--- config.mk ---
export PLATFORM = sky130hd
export DESIGN_NAME = display_source_switcher
export DESIGN_NICKNAME = d
export VERILOG_FILES = /design/src/rtl/display_source_switcher.sv
export SDC_FILE = /design/constraint.sdc
export NUM_CORES = 1
export LEC_CHECK = 0
export CORE_MARGIN = 2
export CORE_UTILIZATION = 30
export CTS_CLUSTER_SIZE = 28
export DETAILED_ROUTE_END_ITERATION = 10
export GPL_ROUTABILITY_DRIVEN = 0
export SLEW_MARGIN = 0
export SYNTH_ARGS = -nofsm -noshare
export SYNTH_HDL_FRONTEND = slang
export SYNTH_SLANG_ARGS = --single-unit
--- constraint.sdc ---
create_clock -name sysclk -period 3.3 [get_ports sysclk]
set_input_delay 0.66 -clock sysclk [delete_from_list [all_inputs] [get_ports sysclk]]
set_output_delay 0.66 -clock sysclk [all_outputs]
set_load 0.01 [all_outputs]
--- src/rtl/display_source_switcher.sv ---
`default_nettype none
// ============================================================================
// display_source_switcher
//   Debounced push-button cycling of display sources. Switches happen only at
//   frame boundaries, and the colour mux is latency-matched to the sources.
// Revision: 1.0
// ============================================================================

module display_source_switcher #(
  parameter int NUM_SRC         = 3,
  parameter int ADDR_W          = 20,
  parameter int COLOR_W         = 3,
  parameter int READ_LAT        = 1,
  parameter int DEBOUNCE_CYCLES = 65536
) (
  input  logic                       sysclk,
  input  logic                       reset,
  input  logic                       change_button,
  input  logic                       frame_start,
  input  logic [ADDR_W-1:0]          display_addr,
  input  logic [NUM_SRC*COLOR_W-1:0] src_color,
  output logic [ADDR_W-1:0]          src_addr,
  output logic [NUM_SRC-1:0]         src_sel,
  output logic [COLOR_W-1:0]         display_color,
  output logic                       switch_pending
);

  localparam int SEL_W = $clog2(NUM_SRC);
  localparam int CNT_W = $clog2(DEBOUNCE_CYCLES);
  localparam logic [CNT_W-1:0] CNT_LAST = CNT_W'(DEBOUNCE_CYCLES - 1);
  localparam logic [SEL_W-1:0] SEL_LAST = SEL_W'(NUM_SRC - 1);

  typedef enum logic [1:0] {
    ST_IDLE         = 2'd0,
    ST_PRESS_WAIT   = 2'd1,
    ST_HELD         = 2'd2,
    ST_RELEASE_WAIT = 2'd3
  } db_state_t;

  logic [1:0]         sync_q, sync_d;
  db_state_t          state_q, state_d;
  logic [CNT_W-1:0]   cnt_q, cnt_d;
  logic               press_evt;
  logic [SEL_W-1:0]   active_src_q, active_src_d;
  logic               pending_q, pending_d;
  logic [ADDR_W-1:0]  src_addr_q, src_addr_d;
  logic [NUM_SRC-1:0] src_sel_q, src_sel_d;
  logic [COLOR_W-1:0] display_color_q, display_color_d;
  logic [SEL_W-1:0]   sel_pipe_q [READ_LAT+1];
  logic [SEL_W-1:0]   sel_pipe_d [READ_LAT+1];
  logic               btn;

  assign btn    = sync_q[1];
  assign sync_d = {sync_q[0], change_button};

  // Debounce: the counter holds the number of consecutive matching levels
  // already observed, including the one that caused entry to the wait state.
  always_comb begin
    state_d   = state_q;
    cnt_d     = cnt_q;
    press_evt = 1'b0;
    case (state_q)
      ST_IDLE: begin
        cnt_d = '0;
        if (btn) begin
          state_d = ST_PRESS_WAIT;
          cnt_d   = CNT_W'(1);
        end
      end
      ST_PRESS_WAIT: begin
        if (!btn) begin
          state_d = ST_IDLE;
          cnt_d   = '0;
        end else if (cnt_q == CNT_LAST) begin
          state_d   = ST_HELD;
          cnt_d     = '0;
          press_evt = 1'b1;
        end else begin
          cnt_d = cnt_q + CNT_W'(1);
        end
      end
      ST_HELD: begin
        cnt_d = '0;
        if (!btn) begin
          state_d = ST_RELEASE_WAIT;
          cnt_d   = CNT_W'(1);
        end
      end
      ST_RELEASE_WAIT: begin
        if (btn) begin
          state_d = ST_HELD;
          cnt_d   = '0;
        end else if (cnt_q == CNT_LAST) begin
          state_d = ST_IDLE;
          cnt_d   = '0;
        end else begin
          cnt_d = cnt_q + CNT_W'(1);
        end
      end
      default: begin
        state_d = ST_IDLE;
        cnt_d   = '0;
      end
    endcase
  end

  // A press that lands while a switch is already pending is dropped.
  always_comb begin
    active_src_d = active_src_q;
    pending_d    = pending_q;
    if (frame_start && pending_q) begin
      active_src_d = (active_src_q == SEL_LAST) ? '0 : active_src_q + SEL_W'(1);
      pending_d    = 1'b0;
    end else if (press_evt) begin
      pending_d = 1'b1;
    end
  end

  // Stage 0 of the select line is aligned with src_addr; the remaining
  // READ_LAT stages track the source read latency.
  always_comb begin
    src_addr_d = display_addr;
    for (int k = 0; k < NUM_SRC; k++) begin
      src_sel_d[k] = (active_src_q == SEL_W'(k));
    end
    sel_pipe_d[0] = active_src_q;
    for (int i = 1; i <= READ_LAT; i++) begin
      sel_pipe_d[i] = sel_pipe_q[i-1];
    end
    display_color_d = '0;
    for (int k = 0; k < NUM_SRC; k++) begin
      if (sel_pipe_q[READ_LAT] == SEL_W'(k)) begin
        display_color_d = src_color[k*COLOR_W +: COLOR_W];
      end
    end
  end

  always_ff @(posedge sysclk) begin
    if (reset) begin
      sync_q          <= '0;
      state_q         <= ST_IDLE;
      cnt_q           <= '0;
      active_src_q    <= '0;
      pending_q       <= 1'b0;
      src_addr_q      <= '0;
      src_sel_q       <= NUM_SRC'(1);
      display_color_q <= '0;
      for (int i = 0; i <= READ_LAT; i++) begin
        sel_pipe_q[i] <= '0;
      end
    end else begin
      sync_q          <= sync_d;
      state_q         <= state_d;
      cnt_q           <= cnt_d;
      active_src_q    <= active_src_d;
      pending_q       <= pending_d;
      src_addr_q      <= src_addr_d;
      src_sel_q       <= src_sel_d;
      display_color_q <= display_color_d;
      for (int i = 0; i <= READ_LAT; i++) begin
        sel_pipe_q[i] <= sel_pipe_d[i];
      end
    end
  end

  assign src_addr       = src_addr_q;
  assign src_sel        = src_sel_q;
  assign display_color  = display_color_q;
  assign switch_pending = pending_q;

endmodule

`default_nettype wire

==> After elaboration in Yosys (flattened, before gate mapping) <==
Memories as Yosys holds them, arrays and structs flattened.
Cells that the tools add are included.
W data, S select, Z words.
{ "totals": {"input_bits": 33, "out_inout_bits": 27, "wordCells": 56, "rom_bits": 0, "mem_bits_rw": 4, "latch_bits": 0, "mem_count": 1, "reg_bits": 49} }
{ "op_classes": {"addsub": 2, "magnitude_cmp": 0, "n_div": 0, "n_bitwise": 2, "muxes": 25, "multipliers": 0, "n_shift": 0, "eq_ne": 12, "reduce_logical": 6} }
{ "memory_table": {"columns": ["memory", "depth", "width", "read_ports", "rd_clocked_by_memory_dff", "write_ports", "line", "text"], "rows": [
  ["sel_pipe_q", 2, 2, 2, 0, 2, "49", "logic [SEL_W-1:0] sel_pipe_q [READ_LAT+1];"]
]} }
{ "ops": {"columns": ["cell", "n"], "rows": [
  ["$pmux W16 S4", 1],
  ["$mux W16", 3],
  ["$mux W2", 9],
  ["$add A16 B1 Y16 const B", 1],
  ["$eq A16 B16 Y1 const B", 1],
  ["$mux W3", 3],
  ["$eq A2 B2 Y1 const B", 4],
  ["$mux W1", 8],
  ["$pmux W2 S4", 1],
  ["$eq A2 B1 Y1 const B", 3],
  ["$logic_not A2 Y1", 3],
  ["$ne A3 B3 Y1 const B", 2],
  ["$ne A2 B2 Y1 const B", 2],
  ["$reduce_and A4 Y1", 1],
  ["$add A2 B1 Y2 const B", 1],
  ["$or A1 B1 Y1", 2],
  ["$reduce_or A2 Y1", 1],
  ["$logic_and A1 B1 Y1", 1]
]} }

==> Longest topological paths before layout <==
Gate-level depths: netlist of the first run.
An unclocked memory read counts as a cell.
{ "depth": {"depth_word": 5, "ltp_mapped": 6} }

==> Worst setup path after synthesis of the first run <==
OpenSTA, ideal clock, no wires.
{ "synth_timing": {"kind": "input-to-reg", "startpoint": "input reset", "endpoint": "register cnt_q[15]", "setup_time_ps": 64, "t_arrival_ps": 1452, "cell_stages": 4, "n_path_buf": 1, "setup_slack_ps": 1784, "path_cell_list": "or3b_4 a21o_4 buf_6 nor2_1"} }
{ "synth_lines": {"columns": ["item", "line", "text"], "rows": [
  ["start, declared", "17", "input logic reset,"],
  ["end signal, assigned", "154", "cnt_q <= cnt_d;"],
  ["end, declared", "42", "logic [CNT_W-1:0] cnt_q, cnt_d;"]
]} }

==> Worst setup path in the final report of the first run <==
{ "layout_timing": {"startpoint": "register pending_q (netlist: switch_pending)", "endpoint": "output switch_pending"} }
{ "layout_lines": {"columns": ["item", "line", "text"], "rows": [
  ["start, declared", "45", "logic pending_q, pending_d;"],
  ["start signal, assigned", "156", "pending_q <= pending_d;"],
  ["end, declared", "25", "output logic switch_pending"]
]} }
No word-level cell between the ends.

==> metrics.csv, run 1 <==
metric,value,unit
clock-sinks,53,
die_area,6743,um^2
clk_latency,0.31,ns
grt_overflow,0,
wl_met3,346,um
grt_antenna_before_repair,0,
finalCritPeriodShare,0.5729,
synthCells,182,
wl_met1,1.481,mm
worstPathCellList,clkdlybuf4s50_1,
dr.max_layer_used,met4,
initial_core_util,0.3092,
skew,0.006203,ns
fp.coreArea,5921,um^2
dpl.hpwl,2.361,mm
root_buffer,clkbuf_8,
final-hold-violation-count,0,
cts_tree,done,
drt_first_pass_iters,4,
ys_types,22,
worstMarginPinSlew,0.3474,ns
crit_type,reg2out,
setup_viol,0,
critical_path_peak_fanout,4,
clkTransAtPathRegs,0.10,ns
cts.path.max_buffers,2,
drc,0,
vias,1362,
p_leak,0.8892,nW
cp_slowest_cell,clkdlybuf4s50_1,
outcome,"finished, final reports clean",
fin_cells,321,
cp_top_family,buffers and inverters,
ys_ff_latch,53,
fmax,528.9,MHz
syn_area,1831,um^2
whs,0.4505,ns
r2r-start,cnt_q[0]$_SDFF_PP0_,
drv_cap,0,
dr_wl_met2,1.376,mm
slew_viol_final,0,
diodes,0,
die_h,82.12,um
p_per_area,436.6,nW/um^2
port_buffers,59,
placed_cells,313,
first_global_vias,1235,
antenna_left,0,
ios,60,
wl_per_cell,10.18,um
drt_iter0_markers,58,
avgSynthCellArea,10.06,um^2
grt_max_degree,36,
die_w,82.12,um
syn2layout_area_growth,41.76,%
nNetsFinal,279,
hold_path_startpoint,sel_pipe_q[0][0]$_SDFF_PP0_,
cts_hold_buffers,0,
crit_arrival,1.23,ns
row_count,28,
grt_pass1_wl,5.188,mm
routed_wirelength,3.267,mm
pre_cts_slack,1.330,ns
worst-path-buf-inv,1,
grt_use_total,0.1034,
peakVddDrop,0.2295,mV
post_cts_buffers,0,
timing.final.ws_setup,1.409,ns
via_per_inst,4.243,
yosysSeqAreaShare,0.5796,
max_slew_margin,0.7662,
critPathLaunchType,flip-flop,
p_total,1.133,mW
numCtsBuffers,5,
cts_resized,0,
syn-num-nets,216,
cp-end-kind,output port,
drive_gt1_frac,0.04878,
cts_max_level,2,
worstHoldPathType,reg2reg,
final.setup.tns,0,ns
rsz0062_at_grt,no,
yosysWarnings,0,
critPathMaxStageDelay,0.55,ns
cp-startpoint,switch_pending$_SDFFE_PP0P_,
post-route-min-period,1.891,ns
cp.required,2.64,ns
[final timing paths]
check,to,depth (start not counted),slack [ns]
max,switch_pending,1,1.41
min,sel_pipe_q[0][2]$_SDFF_PP0_,1,0.45
max reg2reg,flip-flop,5,1.60
min reg2reg,sel_pipe_q[0][2]$_SDFF_PP0_,1,0.45
[state kept, by name, summed over array words and instances (netlist names), 2 cells and up, named ones only]
register	flops
sel_pipe_q	4
display_color	3
src_sel	3
cnt_q	16
active_src_q	2
src_addr	20
sync_q	2
[per-layer routing]
layer / vias up / track usage
met5: - / 0
met4: 0 / 0.05000
met3: 5 / 0.05870
met2: 45 / 0.1553
met1: 593 / 0.1183
li1: 719 / -
[kinds of logic after synthesis]
logic type      count (synthesis)  synth area share
compound gates                  9           0.03281
xor+xnor                       15           0.07177
fa+ha+maj                       1          0.006834
buf+inv                         9           0.02256
flops                          53            0.5796
mux                             4           0.02187
simple gates                   91            0.2645
[placed cells by master, fill, tap and decap left out]
cell / n
a211oi_1: 1
a21o_1: 1
a21o_4: 1
a21oi_1: 6
buf_4: 1
clkbuf_8: 5
clkdlybuf4s50_1: 59
clkinvlp_4: 2
dfxtp_1: 53
ha_1: 1
inv_1: 5
inv_8: 1
mux2i_1: 4
nand2_1: 6
nand3_1: 5
nand4_1: 6
nor2_1: 31
nor2b_1: 30
nor3_1: 6
nor3b_1: 1
nor4_1: 4
nor4_4: 1
or3b_4: 1
xnor2_1: 14
xor2_1: 1
[cells in the mapped netlist, drive strengths merged]
cell type  count  area (um^2)
xor2           1        8.760
xnor2         14        122.6
inv            5        18.77
mux2i          4        40.04
nor2b         30        187.7
buf            1        11.26
a21oi          6        30.03
a21o           2        22.52
ha             1        12.51
nand3          5        25.02
nor3b          1        7.510
dfxtp         53         1061
nor4           5        46.29
clkbuf         3        11.26
nor3           6        30.03
a211oi         1        7.510
nand2          6        22.52
nand4          6        37.54
or3b           1        11.26
nor2          31        116.4
[layout make-up]
type | instances | area [um^2]
repair buffers | 60 | 598.1
inverters | 5 | 18.77
clock inverters | 3 | 26.28
clock buffers | 5 | 68.82
flip-flops and latches | 53 | 1061
well taps | 75 | 93.84
fillers | 577 | 3326
multi-input cells | 120 | 728.2
[power by group]
part | total, mW | internal (mW) | switching, mW
clock | 0.377 | 0.155 | 0.223
sequential | 0.660 | 0.656 | 0.00462
combinational | 0.0955 | 0.0669 | 0.0287
[through the flow]
stage	util	instance area, um^2
final	0.4383	2595
after global routing	0.4383	2595
after CTS	0.4383	2595
after detailed placement	0.4222	2500
after global placement	0.4222	2500
after floorplan	-	1831
No activity file was read; power rests on OpenSTA's default activity.
==> inputs of run 2 (changes only) <==
==> constraint.sdc (replaced) <==
create_clock -name sysclk -period 1.8 [get_ports sysclk]
set_input_delay 0.36 -clock sysclk [delete_from_list [all_inputs] [get_ports sysclk]]
set_output_delay 0.36 -clock sysclk [all_outputs]
set_load 0.01 [all_outputs]
==> run 2 against run 1 <==
Effect of this change: clock power up 95%; critical path depth increased by 4; sequential power is 83% higher; via count is 1.6% higher; non-clock buffer count grew 1; setup slack worse by 1.2 ns; final cell count rose by 0.31%; routed wire length is 1.7% higher; flip-flop and latch count unchanged; clock skew shrank 0.0015 ns; sequential share of layout area shrank 0.27 points.
==> metrics.csv, run 2 (synthesis results as in run 1) <==
metric,value,unit,change
critPathLaunchType,flip-flop,,
grt_antenna_before_repair,0,,unchanged
peakVddDrop,0.4274,mV,+86%
final-hold-violation-count,0,,unchanged
layout.cells.most_common_list,"clkdlybuf4s50_1, dfxtp_1, nor2_1",,
first_global_vias,1235,,unchanged
p_leak,0.9072,nW,+2.0%
fin_cells,322,,+0.31%
worst-path-buf-inv,0,,-1
worstMarginPinSlew,0.3444,ns,-0.003042 ns
multi_input_area,728.2,um^2,unchanged
fmax,620.7,MHz,
crit_type,reg2reg,,
drt_first_pass_iters,4,,unchanged
final.setup.tns,0,ns,unchanged
finalCritPeriodShare,0.8951,,
clock-sinks,53,,unchanged
post_cts_buffers,0,,unchanged
reg2regPathDepth,5,,unchanged
worstHoldPathType,reg2reg,,
whs,0.4445,ns,-0.006002 ns
placed_cells,314,,+0.32%
drt_iter0_markers,47,,-19%
drc,0,,unchanged
die_h,82.12,um,unchanged
crit_arrival,1.80,ns,+0.57 ns
vias,1384,,+1.6%
routed_wirelength,3.321,mm,+1.7%
dpl.hpwl,2.408,mm,+2.0%
nNetsFinal,280,,+0.36%
outcome,"finished, final reports clean",,
numCtsBuffers,5,,unchanged
grt_use_total,0.1103,,+0.006835
drv_cap,0,,unchanged
fp.coreArea,5921,um^2,unchanged
post-route-min-period,1.611,ns,
max_slew_margin,0.7683,,+0.002047
die_w,82.12,um,unchanged
grt_overflow,0,,unchanged
diodes,0,,unchanged
grt_pass1_wl,5.582,mm,+7.6%
critical_path_peak_fanout,5,,+1
cts_resized,0,,unchanged
cp.required,1.99,ns,-0.65 ns
port_buffers,59,,unchanged
layout_commonest_cell,clkdlybuf4s50_1,,
cp_slowest_cell,nor4_4,,
clk_latency,0.30,ns,about the same
final_util,0.4413,,+0.002959
grt_max_degree,36,,unchanged
r2r-start,cnt_q[1]$_SDFF_PP0_,,
nFillCells,587,,+1.7%
wl_per_cell,10.31,um,+1.3%
cts.path.max_buffers,2,,unchanged
clkTransAtPathRegs,0.09,ns,about the same
slew_viol_final,0,,unchanged
root_buffer,clkbuf_8,,
p_per_area,812.0,nW/um^2,+86%
syn2layout_area_growth,42.72,%,
row_count,28,,unchanged
cts_max_level,2,,unchanged
initial_core_util,0.3092,,unchanged
rrSetupSlack,0.19,ns,-1.41 ns
hold_path_startpoint,sel_pipe_q[0][0]$_SDFF_PP0_,,
crit_cells,5,,+4
cts_hold_buffers,0,,unchanged
pre_cts_slack,0.1377,ns,-1.192 ns
via_per_inst,4.298,,+1.3%
worstPathCellList,ha_1 > nand4_1 > nor4_4 > mux2i_1 > nor2_1,,
critPathMaxStageDelay,0.39,ns,-0.16 ns
skew,0.004665,ns,-0.001537 ns
ios,60,,unchanged
drive_gt1_frac,0.05263,,+0.003851
cp_top_family,simple AND/OR/NAND/NOR gates,,
antenna_left,0,,unchanged
largest_reg_flops,20,,unchanged
cp-end-kind,flip-flop,,
ff_latch_area,1061,um^2,unchanged
cp-startpoint,cnt_q[1]$_SDFF_PP0_,,
die_area,6743,um^2,unchanged
setup_viol,0,,unchanged
cts_tree,done,,
timing.final.ws_setup,0.1889,ns,-1.221 ns
rsz0062_at_grt,no,,
## run 2: worst min-delay path by stage
stage	endpoint	slack, ns	cells past startpoint
floorplan	sel_pipe_q[0][2]$_SDFF_PP0_	0.41	1
detailed placement	sel_pipe_q[0][2]$_SDFF_PP0_	0.43	1
global route	sync_q[1]$_SDFF_PP0_	0.47	1
global placement	sync_q[1]$_SDFF_PP0_	0.42	1
CTS	sync_q[1]$_SDFF_PP0_	0.45	1
finish	sel_pipe_q[0][2]$_SDFF_PP0_	0.44	1
## run 2: power by group
part	internal, mW	switching [mW]
Combinational	0.123	0.0538
Clock	0.355	0.379
Sequential	1.20	0.00828
## run 2: routing by layer
metal,up-vias,global-route usage,wire (um)
met2,49,0.1569,1393
li1,723,-,-
met3,6,0.05652,360
met4,0,0.07000,91
met5,-,0,0
met1,606,0.1303,1476
## run 2: cell type report
class	count	area share
Clock buffer	7	0.03688
Clock inverter	1	0.003352
Inverter	5	0.007184
Multi-Input combinational cell	120	0.2787
Sequential cell	53	0.4061
Tap cell	75	0.03592
Timing Repair Buffer	61	0.2318
## run 2: through the flow
step	cell area (um^2)	power (mW)
final	2613	2.121
after global routing	2613	2.228
after CTS	2613	2.168
after detailed placement	2507	1.417
after global placement	2507	1.417
after floorplan	1831	1.286
==> inputs of run 3 (changes only) <==
--- a/config.mk
+++ b/config.mk
@@ -5,7 +5,7 @@
 export SDC_FILE = /design/constraint.sdc
 export NUM_CORES = 1
 export LEC_CHECK = 0
-export CORE_MARGIN = 2
+export CORE_MARGIN = 3
 export CORE_UTILIZATION = 30
 export CTS_CLUSTER_SIZE = 28
 export DETAILED_ROUTE_END_ITERATION = 10
==> run 3 against run 2 <==
Effect of this change: register-to-register slack gained 0.03 ns; largest power group unchanged; clock power shrank 12%; critical path type is now reg2out; fmax increased by 1.6%.
==> metrics.csv, run 3 (synthesis results as in run 1) <==
metric,value,unit,change
outcome,"finished, final reports clean",,
placed_cells,312,,-0.64%
worstHoldPathType,reg2reg,,
crit_type,reg2out,,
grt_antenna_before_repair,0,,unchanged
grt_max_degree,36,,unchanged
die_w,84.12,um,+2.4%
drv_cap,0,,unchanged
grt_pass1_wl,5.975,mm,+7.0%
cts_max_level,2,,unchanged
nNetsFinal,281,,+0.36%
post_cts_buffers,0,,unchanged
antenna_left,0,,unchanged
worst-path-buf-inv,1,,+1
row_count,27,,-3.6%
diodes,0,,unchanged
grt_overflow,0,,unchanged
worstMarginPinSlew,0.3288,ns,-0.01563 ns
crit_arrival,1.23,ns,-0.57 ns
dr.max_layer_used,met4,,
postPlaceCellArea,2511,um^2,+0.15%
layout.cells.most_common_list,"clkdlybuf4s50_1, dfxtp_1, nor2_1",,
via_per_inst,4.244,,-1.3%
first_global_vias,1281,,+3.7%
post-route-min-period,1.586,ns,-0.02479 ns
dpl.hpwl,2.521,mm,+4.7%
cts_hold_buffers,0,,unchanged
rsz0062_at_grt,no,,
p_per_area,783.0,nW/um^2,-3.6%
critPathLaunchType,flip-flop,,
wl_per_cell,10.75,um,+4.2%
die_h,84.12,um,+2.4%
die_area,7075,um^2,+4.9%
syn2layout_area_growth,41.76,%,
max_slew_margin,0.7788,,+0.01052
cts_resized,0,,unchanged
final-hold-violation-count,0,,unchanged
routed_wirelength,3.440,mm,+3.6%
fin_cells,320,,-0.62%
clk_latency,0.30,ns,about the same
cp_top_family,buffers and inverters,,
grt_use_total,0.1048,,-0.005456
clkTransAtPathRegs,0.09,ns,about the same
final.setup.tns,0,ns,unchanged
setup_viol,0,,unchanged
peakVddDrop,0.3969,mV,-7.1%
largest_reg_flops,20,,unchanged
cp_slowest_cell,clkdlybuf4s50_1,,
port_buffers,59,,unchanged
layout_commonest_cell,clkdlybuf4s50_1,,
drc,0,,unchanged
clock-sinks,53,,unchanged
dr_wl_met2,1.410,mm,+1.2%
drive_gt1_frac,0.04839,,-0.004244
cp-end-kind,output port,,
numCtsBuffers,5,,unchanged
worstPathCellList,clkdlybuf4s50_1,,
fmax,630.4,MHz,+1.6%
ios,60,,unchanged
wl_met1,1.592,mm,+7.9%
cp.required,1.44,ns,-0.55 ns
wl_met3,367,um,+1.9%
fp.coreArea,5709,um^2,-3.6%
critical_path_peak_fanout,4,,-1
cts_tree,done,,
drt_first_pass_iters,4,,unchanged
finalCritPeriodShare,0.8813,,-0.01377
vias,1358,,-1.9%
initial_core_util,0.3206,,+0.01145
nFillCells,554,,-5.6%
cts.path.max_buffers,2,,unchanged
p_total,2.032,mW,-4.2%
slew_viol_final,0,,unchanged
drt_iter0_markers,78,,+66%
p_leak,0.8962,nW,-1.2%
root_buffer,clkbuf_8,,
critPathMaxStageDelay,0.56,ns,+0.17 ns
postLayoutCellArea,2595,um^2,-0.67%
skew,0.006895,ns,+0.002230 ns
rrSetupSlack,0.22,ns,+0.03 ns
==> run 3: worst reg2reg max path: stages (launching register included) <==
cell	delay, ns
dfxtp_1	0.36
ha_1	0.21
nand4_1	0.27
nor4_4	0.36
mux2i_1	0.22
nor2_1	0.05
==> run 3: metal layers <==
layer / GRT usage / vias to the layer above
li1: - / 720
met1: 0.1357 / 586
met2: 0.1435 / 47
met3: 0.05429 / 5
met4: 0.04825 / 0
met5: 0 / -
==> run 3: final cells by class <==
type                    count  area [um^2]  share of cell area
multi-input cells         120        728.2              0.2806
repair buffers             62        613.1              0.2363
clock inverters             1        7.507            0.002893
inverters                   5        18.77            0.007232
clock buffers               7        76.32             0.02941
well taps                  72        90.09             0.03472
flip-flops and latches     53         1061              0.4089
==> run 3: path summary, 6_finish.rpt <==
| check | from | to | depth (start not counted) |
|---|---|---|---|
| max | switch_pending$_SDFFE_PP0P_ | switch_pending | 1 |
| min reg2reg | sel_pipe_q[0][1]$_SDFF_PP0_ | sel_pipe_q[0][3]$_SDFF_PP0_ | 1 |
| min | sel_pipe_q[0][1]$_SDFF_PP0_ | sel_pipe_q[0][3]$_SDFF_PP0_ | 1 |
| max reg2reg | cnt_q[1]$_SDFF_PP0_ | flip-flop | 5 |
==> run 3: per-stage QoR <==
stage               utilization  hold WS (ns)  setup WS, ns
floorplan                     -        0.4138        0.3060
global placement         0.4398        0.4157        0.1805
detailed placement       0.4398        0.4268        0.1451
CTS                      0.4545        0.4495        0.1927
global route             0.4545        0.4684       0.03554
finish                   0.4545        0.4436        0.2137
==> run 3: where the power goes <==
group	internal (mW)	switching, mW
clock network	0.276	0.368
logic	0.123	0.0543
registers	1.20	0.00822
total	1.60	0.430
